## src/rtl/rf_pkg.sv

```systemverilog
// Shared sizing for the scoreboarded register file.
// Holds default widths and the busy-count width helper; no logic.
// Nothing here is clocked and nothing can stall.
package rf_pkg;

  localparam int DATA_W_DEF = 16;
  localparam int ADDR_W_DEF = 4;

  // Every register may be busy at once, so the count needs one bit more than an address.
  function automatic int cnt_w(input int addr_w);
    return addr_w + 1;
  endfunction

endpackage

```

## src/rtl/rf_scoreboard.sv

```systemverilog
// Busy-bit scoreboard with a registered population count.
// Busy bits and count update on the clock edge; outputs show registered state only.
// Never stalls: reserve and clear are accepted every cycle.
module rf_scoreboard
  import rf_pkg::*;
#(
  parameter int ADDR_W  = ADDR_W_DEF,
  parameter bit ZERO_R0 = 1'b1
) (
  input  logic                      clk,
  input  logic                      rst,
  input  logic                      rsv,
  input  logic [ADDR_W-1:0]         rsv_addr,
  input  logic                      clr,
  input  logic [ADDR_W-1:0]         clr_addr,
  input  logic [ADDR_W-1:0]         rs,
  input  logic [ADDR_W-1:0]         rt,
  output logic                      busy1,
  output logic                      busy2,
  output logic [cnt_w(ADDR_W)-1:0]  busy_cnt
);

  localparam int DEPTH = 1 << ADDR_W;
  localparam int CNT_W = cnt_w(ADDR_W);

  logic [DEPTH-1:0] busy_q, busy_d;
  logic [CNT_W-1:0] cnt_q, cnt_d;
  logic             set_en, clr_en, inc, dec;

  always_comb begin
    set_en = rsv && !(ZERO_R0 && (rsv_addr == '0));
    clr_en = clr && !(ZERO_R0 && (clr_addr == '0));

    busy_d = busy_q;
    if (clr_en) busy_d[clr_addr] = 1'b0;
    if (set_en) busy_d[rsv_addr] = 1'b1;

    // Count only real transitions so a set on a busy bit or a clear on an idle bit is net zero.
    inc   = set_en && !busy_q[rsv_addr];
    dec   = clr_en && busy_q[clr_addr] && !(set_en && (rsv_addr == clr_addr));
    cnt_d = cnt_q + CNT_W'(inc) - CNT_W'(dec);
  end

  always_ff @(posedge clk or negedge rst) begin
    if (!rst) begin
      busy_q <= '0;
      cnt_q  <= '0;
    end else begin
      busy_q <= busy_d;
      cnt_q  <= cnt_d;
    end
  end

  assign busy1    = busy_q[rs];
  assign busy2    = busy_q[rt];
  assign busy_cnt = cnt_q;

endmodule

```

## src/rtl/reg_file_sb.sv

```systemverilog
// Two-read, two-write register file with optional write-to-read forwarding and a busy scoreboard.
// Reads are combinational (zero latency); writes commit on the rising edge.
// No backpressure: every read, write and reserve is taken in the cycle it is presented.
module reg_file_sb
  import rf_pkg::*;
#(
  parameter int DATA_W  = DATA_W_DEF,
  parameter int ADDR_W  = ADDR_W_DEF,
  parameter bit ZERO_R0 = 1'b1,
  parameter bit BYPASS  = 1'b1
) (
  input  logic                      clk,
  input  logic                      rst,
  input  logic [ADDR_W-1:0]         rs,
  input  logic [ADDR_W-1:0]         rt,
  input  logic [ADDR_W-1:0]         rd,
  input  logic [DATA_W-1:0]         rw,
  input  logic                      wr,
  input  logic [ADDR_W-1:0]         rd2,
  input  logic [DATA_W-1:0]         rw2,
  input  logic                      wr2,
  input  logic                      rsv,
  input  logic [ADDR_W-1:0]         rsv_addr,
  output logic [DATA_W-1:0]         rout1,
  output logic [DATA_W-1:0]         rout2,
  output logic                      busy1,
  output logic                      busy2,
  output logic [cnt_w(ADDR_W)-1:0]  busy_cnt
);

  localparam int DEPTH = 1 << ADDR_W;

  logic [DATA_W-1:0] regs_q [DEPTH];
  logic [DATA_W-1:0] regs_d [DEPTH];
  logic              wr_en, wr2_en;

  always_comb begin
    wr_en  = wr  && !(ZERO_R0 && (rd  == '0));
    wr2_en = wr2 && !(ZERO_R0 && (rd2 == '0));
    regs_d = regs_q;
    if (wr_en)  regs_d[rd]  = rw;
    // Load-return port is applied last so it wins an address collision.
    if (wr2_en) regs_d[rd2] = rw2;
  end

  always_ff @(posedge clk or negedge rst) begin
    if (!rst) begin
      for (int i = 0; i < DEPTH; i++) regs_q[i] <= '0;
    end else begin
      regs_q <= regs_d;
    end
  end

  // Forwarding is gated by rst so a write presented during reset never leaks to the outputs.
  function automatic logic [DATA_W-1:0] read_port(input logic [ADDR_W-1:0] a);
    logic [DATA_W-1:0] val;
    val = regs_q[a];
    if (BYPASS && rst) begin
      if (wr2_en && (rd2 == a))     val = rw2;
      else if (wr_en && (rd == a))  val = rw;
    end
    if (ZERO_R0 && (a == '0)) val = '0;
    return val;
  endfunction

  assign rout1 = read_port(rs);
  assign rout2 = read_port(rt);

  rf_scoreboard #(
    .ADDR_W  (ADDR_W),
    .ZERO_R0 (ZERO_R0)
  ) u_sb (
    .clk      (clk),
    .rst      (rst),
    .rsv      (rsv),
    .rsv_addr (rsv_addr),
    .clr      (wr2),
    .clr_addr (rd2),
    .rs       (rs),
    .rt       (rt),
    .busy1    (busy1),
    .busy2    (busy2),
    .busy_cnt (busy_cnt)
  );

endmodule

```

## config.mk

```make
export PLATFORM = sky130hd
export DESIGN_NAME = reg_file_sb
export DESIGN_NICKNAME = d
export VERILOG_FILES = /design/src/rtl/rf_pkg.sv /design/src/rtl/rf_scoreboard.sv /design/src/rtl/reg_file_sb.sv
export SDC_FILE = /design/constraint.sdc
export NUM_CORES = 1
export LEC_CHECK = 0
export CAP_MARGIN = 20
export CORE_MARGIN = 5
export CORE_UTILIZATION = 55
export CTS_CLUSTER_SIZE = 8
export DETAILED_ROUTE_END_ITERATION = 12
export HOLD_SLACK_MARGIN = 0.08
export PLACE_DENSITY_LB_ADDON = 0.25
export SYNTH_ARGS = -nofsm -noshare
export SYNTH_HDL_FRONTEND = slang
export SYNTH_SLANG_ARGS = --single-unit
export TNS_END_PERCENT = 1
```

## constraint.sdc

```tcl
create_clock -name clk -period 3.7 [get_ports clk]
set_clock_uncertainty 0.05 [all_clocks]
set_input_delay 0.555 -clock clk [delete_from_list [all_inputs] [get_ports clk]]
set_output_delay 0.555 -clock clk [all_outputs]
set_load 0.03 [all_outputs]
```

==> run metrics, run 1 <==
status finished clean; Final period util 96.5%; Lkg Pwr 0.00841 uW; Overflow after GRT 0; first-pass GRT wire length 88200 um; Seq cells post-synth 277; Top FF cell, synth dfrtp_1; CTS max path bufs 3; PwrDens approximately 540 mW/mm2; Setup-failing EPs final 0; synth-to-layout area growth 15.9%; Initial DRT Pass Iterations 6; worst skew pair latency 0.53 ns; Worst setup EP type output pin; nets 1763; syn_nets 1742; f_max 0.280 GHz; RSZ-0062 raised after global routing false; FFs w/ async S/R, synth between 90% and 100%; CTS Buf Count 40; max cap viols 0; worst vdd ir 0.360 mV; CTS Sinks ~280; Final min period ~3.6 ns; most common cell after layout, fill and taps aside dfrtp_1; Worst Tran Pin Value 1.06 ns; WP data arrival 2.97 ns; root buffer cell clkbuf_16; # hold bufs at CTS 1; Crit. Startpoint rd2[1]; hold path cells 0; Hold Path Class flip-flop to flip-flop; drt first-iter violations 1691; Clock transition at path regs 0.05 ns; CP required 3.09 ns; Fin. Hold Viols 0; CORE AREA between 0.03 and 0.04 mm2; Max-Slew Margin vs Limit 29.2%; Syn Std Cell Area around 0.018 mm2; final wirelength 57500 um; WHS Endpoint regs_q[245]; WL per Instance 26.9 um; port bufs 95; CTS resizes 0; starting density of the core a little under three fifths; synthesis warning total 0; worst hold slack 0.344 ns; r2r startpoint u_sb.busy_q[15]; HP Start regs_q[245]; hpwl dp 37400 um; Chip Height 190 um; GPL Wtd Cong 0.924; sequential fraction of the synthesis area 38.9%; layout cells sized above 1 21.3%; FF-to-FF path depth 10; DRC Markers 0; number of synthesized flops with an enable pin 0; vias in the first global route 14500; Critical Path Fanout Max 16; most frequent cells in the layout dfrtp_1 (277), mux2i_1 (240), nor2_1 (210), a21oi_1 (178), mux4_2 (148); crit path kind input pin to output pin; Max H-tree Level 2; initial antenna violation count 1; row cnt 65; r2r endpoint u_sb.busy_cnt[4]; R2R Setup Slk just under 0.5 ns; Total Routing Usage GR roughly a third; Avg Inst Size Synth 10.6 um2; TritonCTS clock tree built; I/O Pins 96; post-route ant nets 0; Via density 6.74; Post-CTS Repair Setup Buffers 0; cell count after synthesis 1679; max-slew violation count 0; CP Launch Type input pin; Die W 190 um; largest net degree at the start of global routing between 150 and 200; setup TNS 0 ns; DR vias 14400; unique cell type count in the Yosys netlist 41; Die ar. 0.0361 mm2
cell type report:
type | count | area (um2)
Timing Repair Buffer | 200 | 2130
Tap cell | 435 | 544
Antenna cell | 1 | 2.50
Multi-Input combinational cell | 1170 | 9910
Clock buffer | 44 | 1070
Clock inverter | 1 | 16.3
Inverter | 11 | 41.3
Fill cell | 2388 | 11200
Sequential cell | 277 | 6930
per-stage QoR:
stage / instance area (um2) / worst slack [ns] / utilization (%) / power, uW / std cells
final: 20600 / 0.129 / 64.9 / 11200 / 2139
after global routing: 20600 / 0.0296 / 64.9 / 11700 / 2138
after CTS: 20600 / 0.161 / 64.9 / 11200 / 2138
after detailed placement: 19500 / -0.239 / 61.5 / 7850 / 2092
after global placement: 19500 / -0.180 / 61.5 / 7690 / 2092
after floorplan: 17800 / 0.394 / - / 6580 / 1679
flip-flops by register name, indices dropped and copies added, names as in the netlist:
name           flops
regs_q           256
u_sb.busy_q       16
u_sb.busy_cnt      5
worst max path at each step:
| stage | end | slack [ns] | depth (start not counted) |
|---|---|---|---|
| floorplan | u_sb.busy_cnt[4] | 0.39 | 11 |
| global placement | u_sb.busy_cnt[4] | -0.18 | 12 |
| detailed placement | u_sb.busy_cnt[4] | -0.24 | 12 |
| CTS | rout2[12] | 0.16 | 8 |
| global route | rout2[12] | 0.03 | 9 |
| finish | rout2[12] | 0.13 | 8 |
metal layers:
metal	GRT usage (%)	up-vias	wire [um]	share of wire [%]
met2	50.9	853	27400	48
met1	41.5	7185	21700	38
li1	-	6170	-	-
met5	0	-	12	0.021
met4	12.7	2	2410	4.2
met3	8.44	212	5950	10
Yosys cell counts (all sizes together), types with 3 or more instances:
library cell,n,area share [%]
a21oi,180,5.1
nand3,10,0.28
o221a,32,2.0
xor2,15,0.74
and3,4,0.14
or3,4,0.14
buf,93,2.6
o21ai,73,2.1
nand2,90,1.9
nor4,3,0.11
mux2i,240,13
nand2b,9,0.32
clkbuf,128,2.7
xnor2,9,0.44
nor3,3,0.084
nor3b,4,0.17
dfrtp,277,39
o22ai,67,2.4
ha,5,0.35
nand3b,5,0.21
o21a,32,1.3
mux4,148,19
nor2,219,4.7
inv,11,0.23
cell families after synthesis:
family                   Yosys count  share of synthesized area (%)
flip-flops                       277                           38.9
AND/OR/NAND/NOR                  360                           8.44
XOR/XNOR                          24                           1.18
adder cells (fa/ha/maj)            6                          0.464
AO/OA/AOI/OAI                    392                           13.3
buffers and inverters            232                           5.54
multiplexers                     388                           32.2
critical path, stage by stage:
cell	delay, ns
clkdlybuf4s50_1	0.56
buf_4	0.25
o41a_1	0.42
nand2_1	0.13
or3b_1	0.35
buf_4	0.21
o221a_1	0.33
buf_12	0.16
power by group:
part	internal [uW]	switching, uW	total (uW)	leakage [uW]
combinational	1880	1610	3480	0.00460
clock	2010	1300	3310	0.000533
sequential	3790	615	4400	0.00328
total	7670	3520	11200	0.00841
No activity file was read; power rests on OpenSTA's default activity.
==> run 2, diff against run 1 <==
- REMOVE_ABC_BUFFERS: not set -> 1
- SYNTH_HIERARCHICAL: not set -> 1
==> run metrics, run 2 <==
Syn Std Cell Area 0.0191 mm2; FF-to-FF path depth 11; max cap viols 0; vias in the first global route 16600; most common cell after layout, fill and taps aside mux2i_1; row cnt slightly below 70; PwrDens a little over 500 mW/mm2; gr busiest metal met2; setup TNS -0.0484 ns; met1 usage 46.0%; GPL Wtd Cong 0.926; HP Start regs_q[240]; worst skew pair latency 0.53 ns; CP Launch Type input pin; final core utilization roughly two thirds; r2r startpoint u_sb/busy_q[7]; count leader, synth mux2i_1; initial antenna violation count 1; max-slew violation count 0; max reg flops ~260; CORE AREA 0.0345 mm2; WP data arrival 3.14 ns; Combinational Power Share between 30% and 40%; status complete, but fails checks; Place WS -0.0729 ns; TritonCTS clock tree built; CTS max path bufs 3; CP max-delay cell clkdlybuf4s50_1; Die W 197 um; Largest Register regs_q; Reg power frac approximately two fifths; cell accounting for the most synthesized area dfrtp_1; Top FF cell, synth dfrtp_1; Global Route met3 Usage 8.36%; max incr delay on CP 0.51 ns; port bufs 95; nets 2022; Hold Path Class flip-flop to flip-flop; I/O Pins 96; CTS Sinks 277; Avg Inst Size Synth 10.1 um2; number of synthesized flops with an enable pin 0; Final period util 101%; sw power 3720 uW; Initial DRT Pass Iterations 6; starting density of the core 55.5%; layout cells sized above 1 20.1%; Total Routing Usage GR about a third; first-pass GRT wire length 102000 um; synth-to-layout area growth 16.5%; synthesis warning total 6; Lkg Pwr 0.00949 uW; top post-synthesis cells by area dfrtp_1 (36%), mux2i_1 (17%), mux4_2 (12%); Clock power frac 30.1%; sequential fraction of the synthesis area 36.2%; r2r endpoint u_sb/busy_cnt[4]; Chip Height 197 um; Max-Slew Margin vs Limit about two fifths; Overflow after GRT 0; DR vias 16600; largest net degree at the start of global routing 126; Die ar. just under 0.04 mm2; final wirelength 67800 um; Fin. Hold Viols 0; R2R Setup Slk 0.78 ns; Worst Tran Pin Value between 0.8 and 0.9 ns; Via density 6.84; hpwl dp roughly 43000 um; drt first-iter violations 2231; RSZ-0062 raised after global routing true; worst vdd ir about 0.57 mV; Worst path most repeated cell buf_4; Post-CTS Repair Setup Buffers 0; Critical Path Fanout Max 12; f_max 0.267 GHz; WL per Instance 28.0 um; hold path cells 0; Seq cells post-synth 277; Worst setup EP type output pin; post-route ant nets 0; unique cell type count in the Yosys netlist 55; FFs w/ async S/R, synth between 90% and 100%; failing checks setup timing; met2 Use GR 53.1%; Final min period 3.75 ns; top cell type's share of synthesized area 36.2%; Cell Chain, Critical Path clkdlybuf4s50_1 -> buf_12 -> inv_1 -> buf_4 -> a221o_1 -> a21oi_1 -> a21oi_1 -> nor4_2 -> buf_4 -> buf_4; root buffer cell clkbuf_16; Final WS setup -0.0484 ns; Sw Ratio 32.7%; CP required 3.09 ns; Clock transition at path regs 0.05 ns; Post-synth top cells mux2i_1 (322), dfrtp_1 (277), a21oi_1 (234), nor2_1 (181), clkbuf_1 (151); cell count after synthesis 1893; most frequent cells in the layout mux2i_1 (322), dfrtp_1 (277), a21oi_1 (234), nor2_1 (181), buf_4 (171); Int Power 7670 uW; CTS Buf Count 41; crit path kind input pin to output pin; Fillers 2751; Max H-tree Level 2; DRC Markers 0; WHS Endpoint regs_q[240]; Setup-failing EPs final 1
run 2: metal layers:
metal  vias up  share of wire (%)
li1       7092                  -
met1      8149                 39
met2      1094                 45
met3       242                 11
met4         0                5.3
met5         -                  0
run 2: cell families after synthesis:
logic type                 after synthesis  share of synthesized area [%]
adders and majority gates                6                          0.432
xor gates and xnor gates                23                           1.09
AOI/OAI and AO/OA                      463                           14.5
buffers and inverters                  248                           6.06
muxes                                  435                           30.3
and+or+nand+nor                        441                           11.4
DFF                                    277                           36.2
run 2: through the flow:
step | cell area, um2 | instances | hold WS (ns) | total power, uW
floorplan | 18000 | 1652 | 0.209 | 6430
finish | 22300 | 2422 | 0.344 | 11400
CTS | 22300 | 2421 | 0.345 | 11400
detailed placement | 21100 | 2370 | 0.334 | 7910
global placement | 21100 | 2370 | 0.328 | 7760
global route | 22300 | 2422 | 0.355 | 11900
run 2: how the worst max path moves through the flow:
| stage | startpoint | to | slack [ns] | cells after the start |
|---|---|---|---|---|
| after detailed placement | rd2[0] | rout1[7] | -0.07 | 10 |
| final | rs[3] | rout1[7] | -0.05 | 10 |
| after CTS | rd2[0] | rout1[1] | 0.02 | 10 |
| after global routing | rs[3] | rout1[7] | -0.08 | 10 |
| after global placement | rd2[0] | rout1[13] | -0.07 | 9 |
| after floorplan | rd2[0] | rout2[11] | -0.004 | 6 |
run 2: repair_timing:
action | in CTS | in global routing
gates resized for setup | 4 | 2
hold buffers | 1 | 0
hold endpoints to repair | 8 | 0
endpoints found under the setup margin | 10 | 22
cloned | 0 | 0
pin swaps | 1 | 0
run 2: area by class of cell:
cell class                      count  area [um2]  area share (%)
Inverter                            7        26.3           0.118
Antenna cell                        1        2.50          0.0112
Sequential cell                   277        6930            31.1
Clock buffer                       48        1100            4.96
Tap cell                          455         569            2.55
Timing Repair Buffer              264        2540            11.4
Multi-Input combinational cell   1368       11100            49.8
Clock inverter                      2        16.3          0.0730
run 2: critical path: cells and delay by family:
family / cells / cell delay (ns)
compound gates: 3 / 0.53
buf+inv: 6 / 1.64
simple gates: 1 / 0.41
run 2: power by group through the flow:
stage	Combinational [uW]	Clock (uW)	Sequential, uW
after floorplan	2160	0	4270
after global placement	3370	0	4390
after detailed placement	3480	0	4430
after CTS	3500	3450	4400
after global routing	3800	3590	4510
final	3530	3420	4440
==> run 3, diff against run 2 <==
- ABC_CLOCK_PERIOD_IN_PS: not set -> 3700
==> results of run 3 <==
Final layout, timing and power as in run 2 (identical DEF).
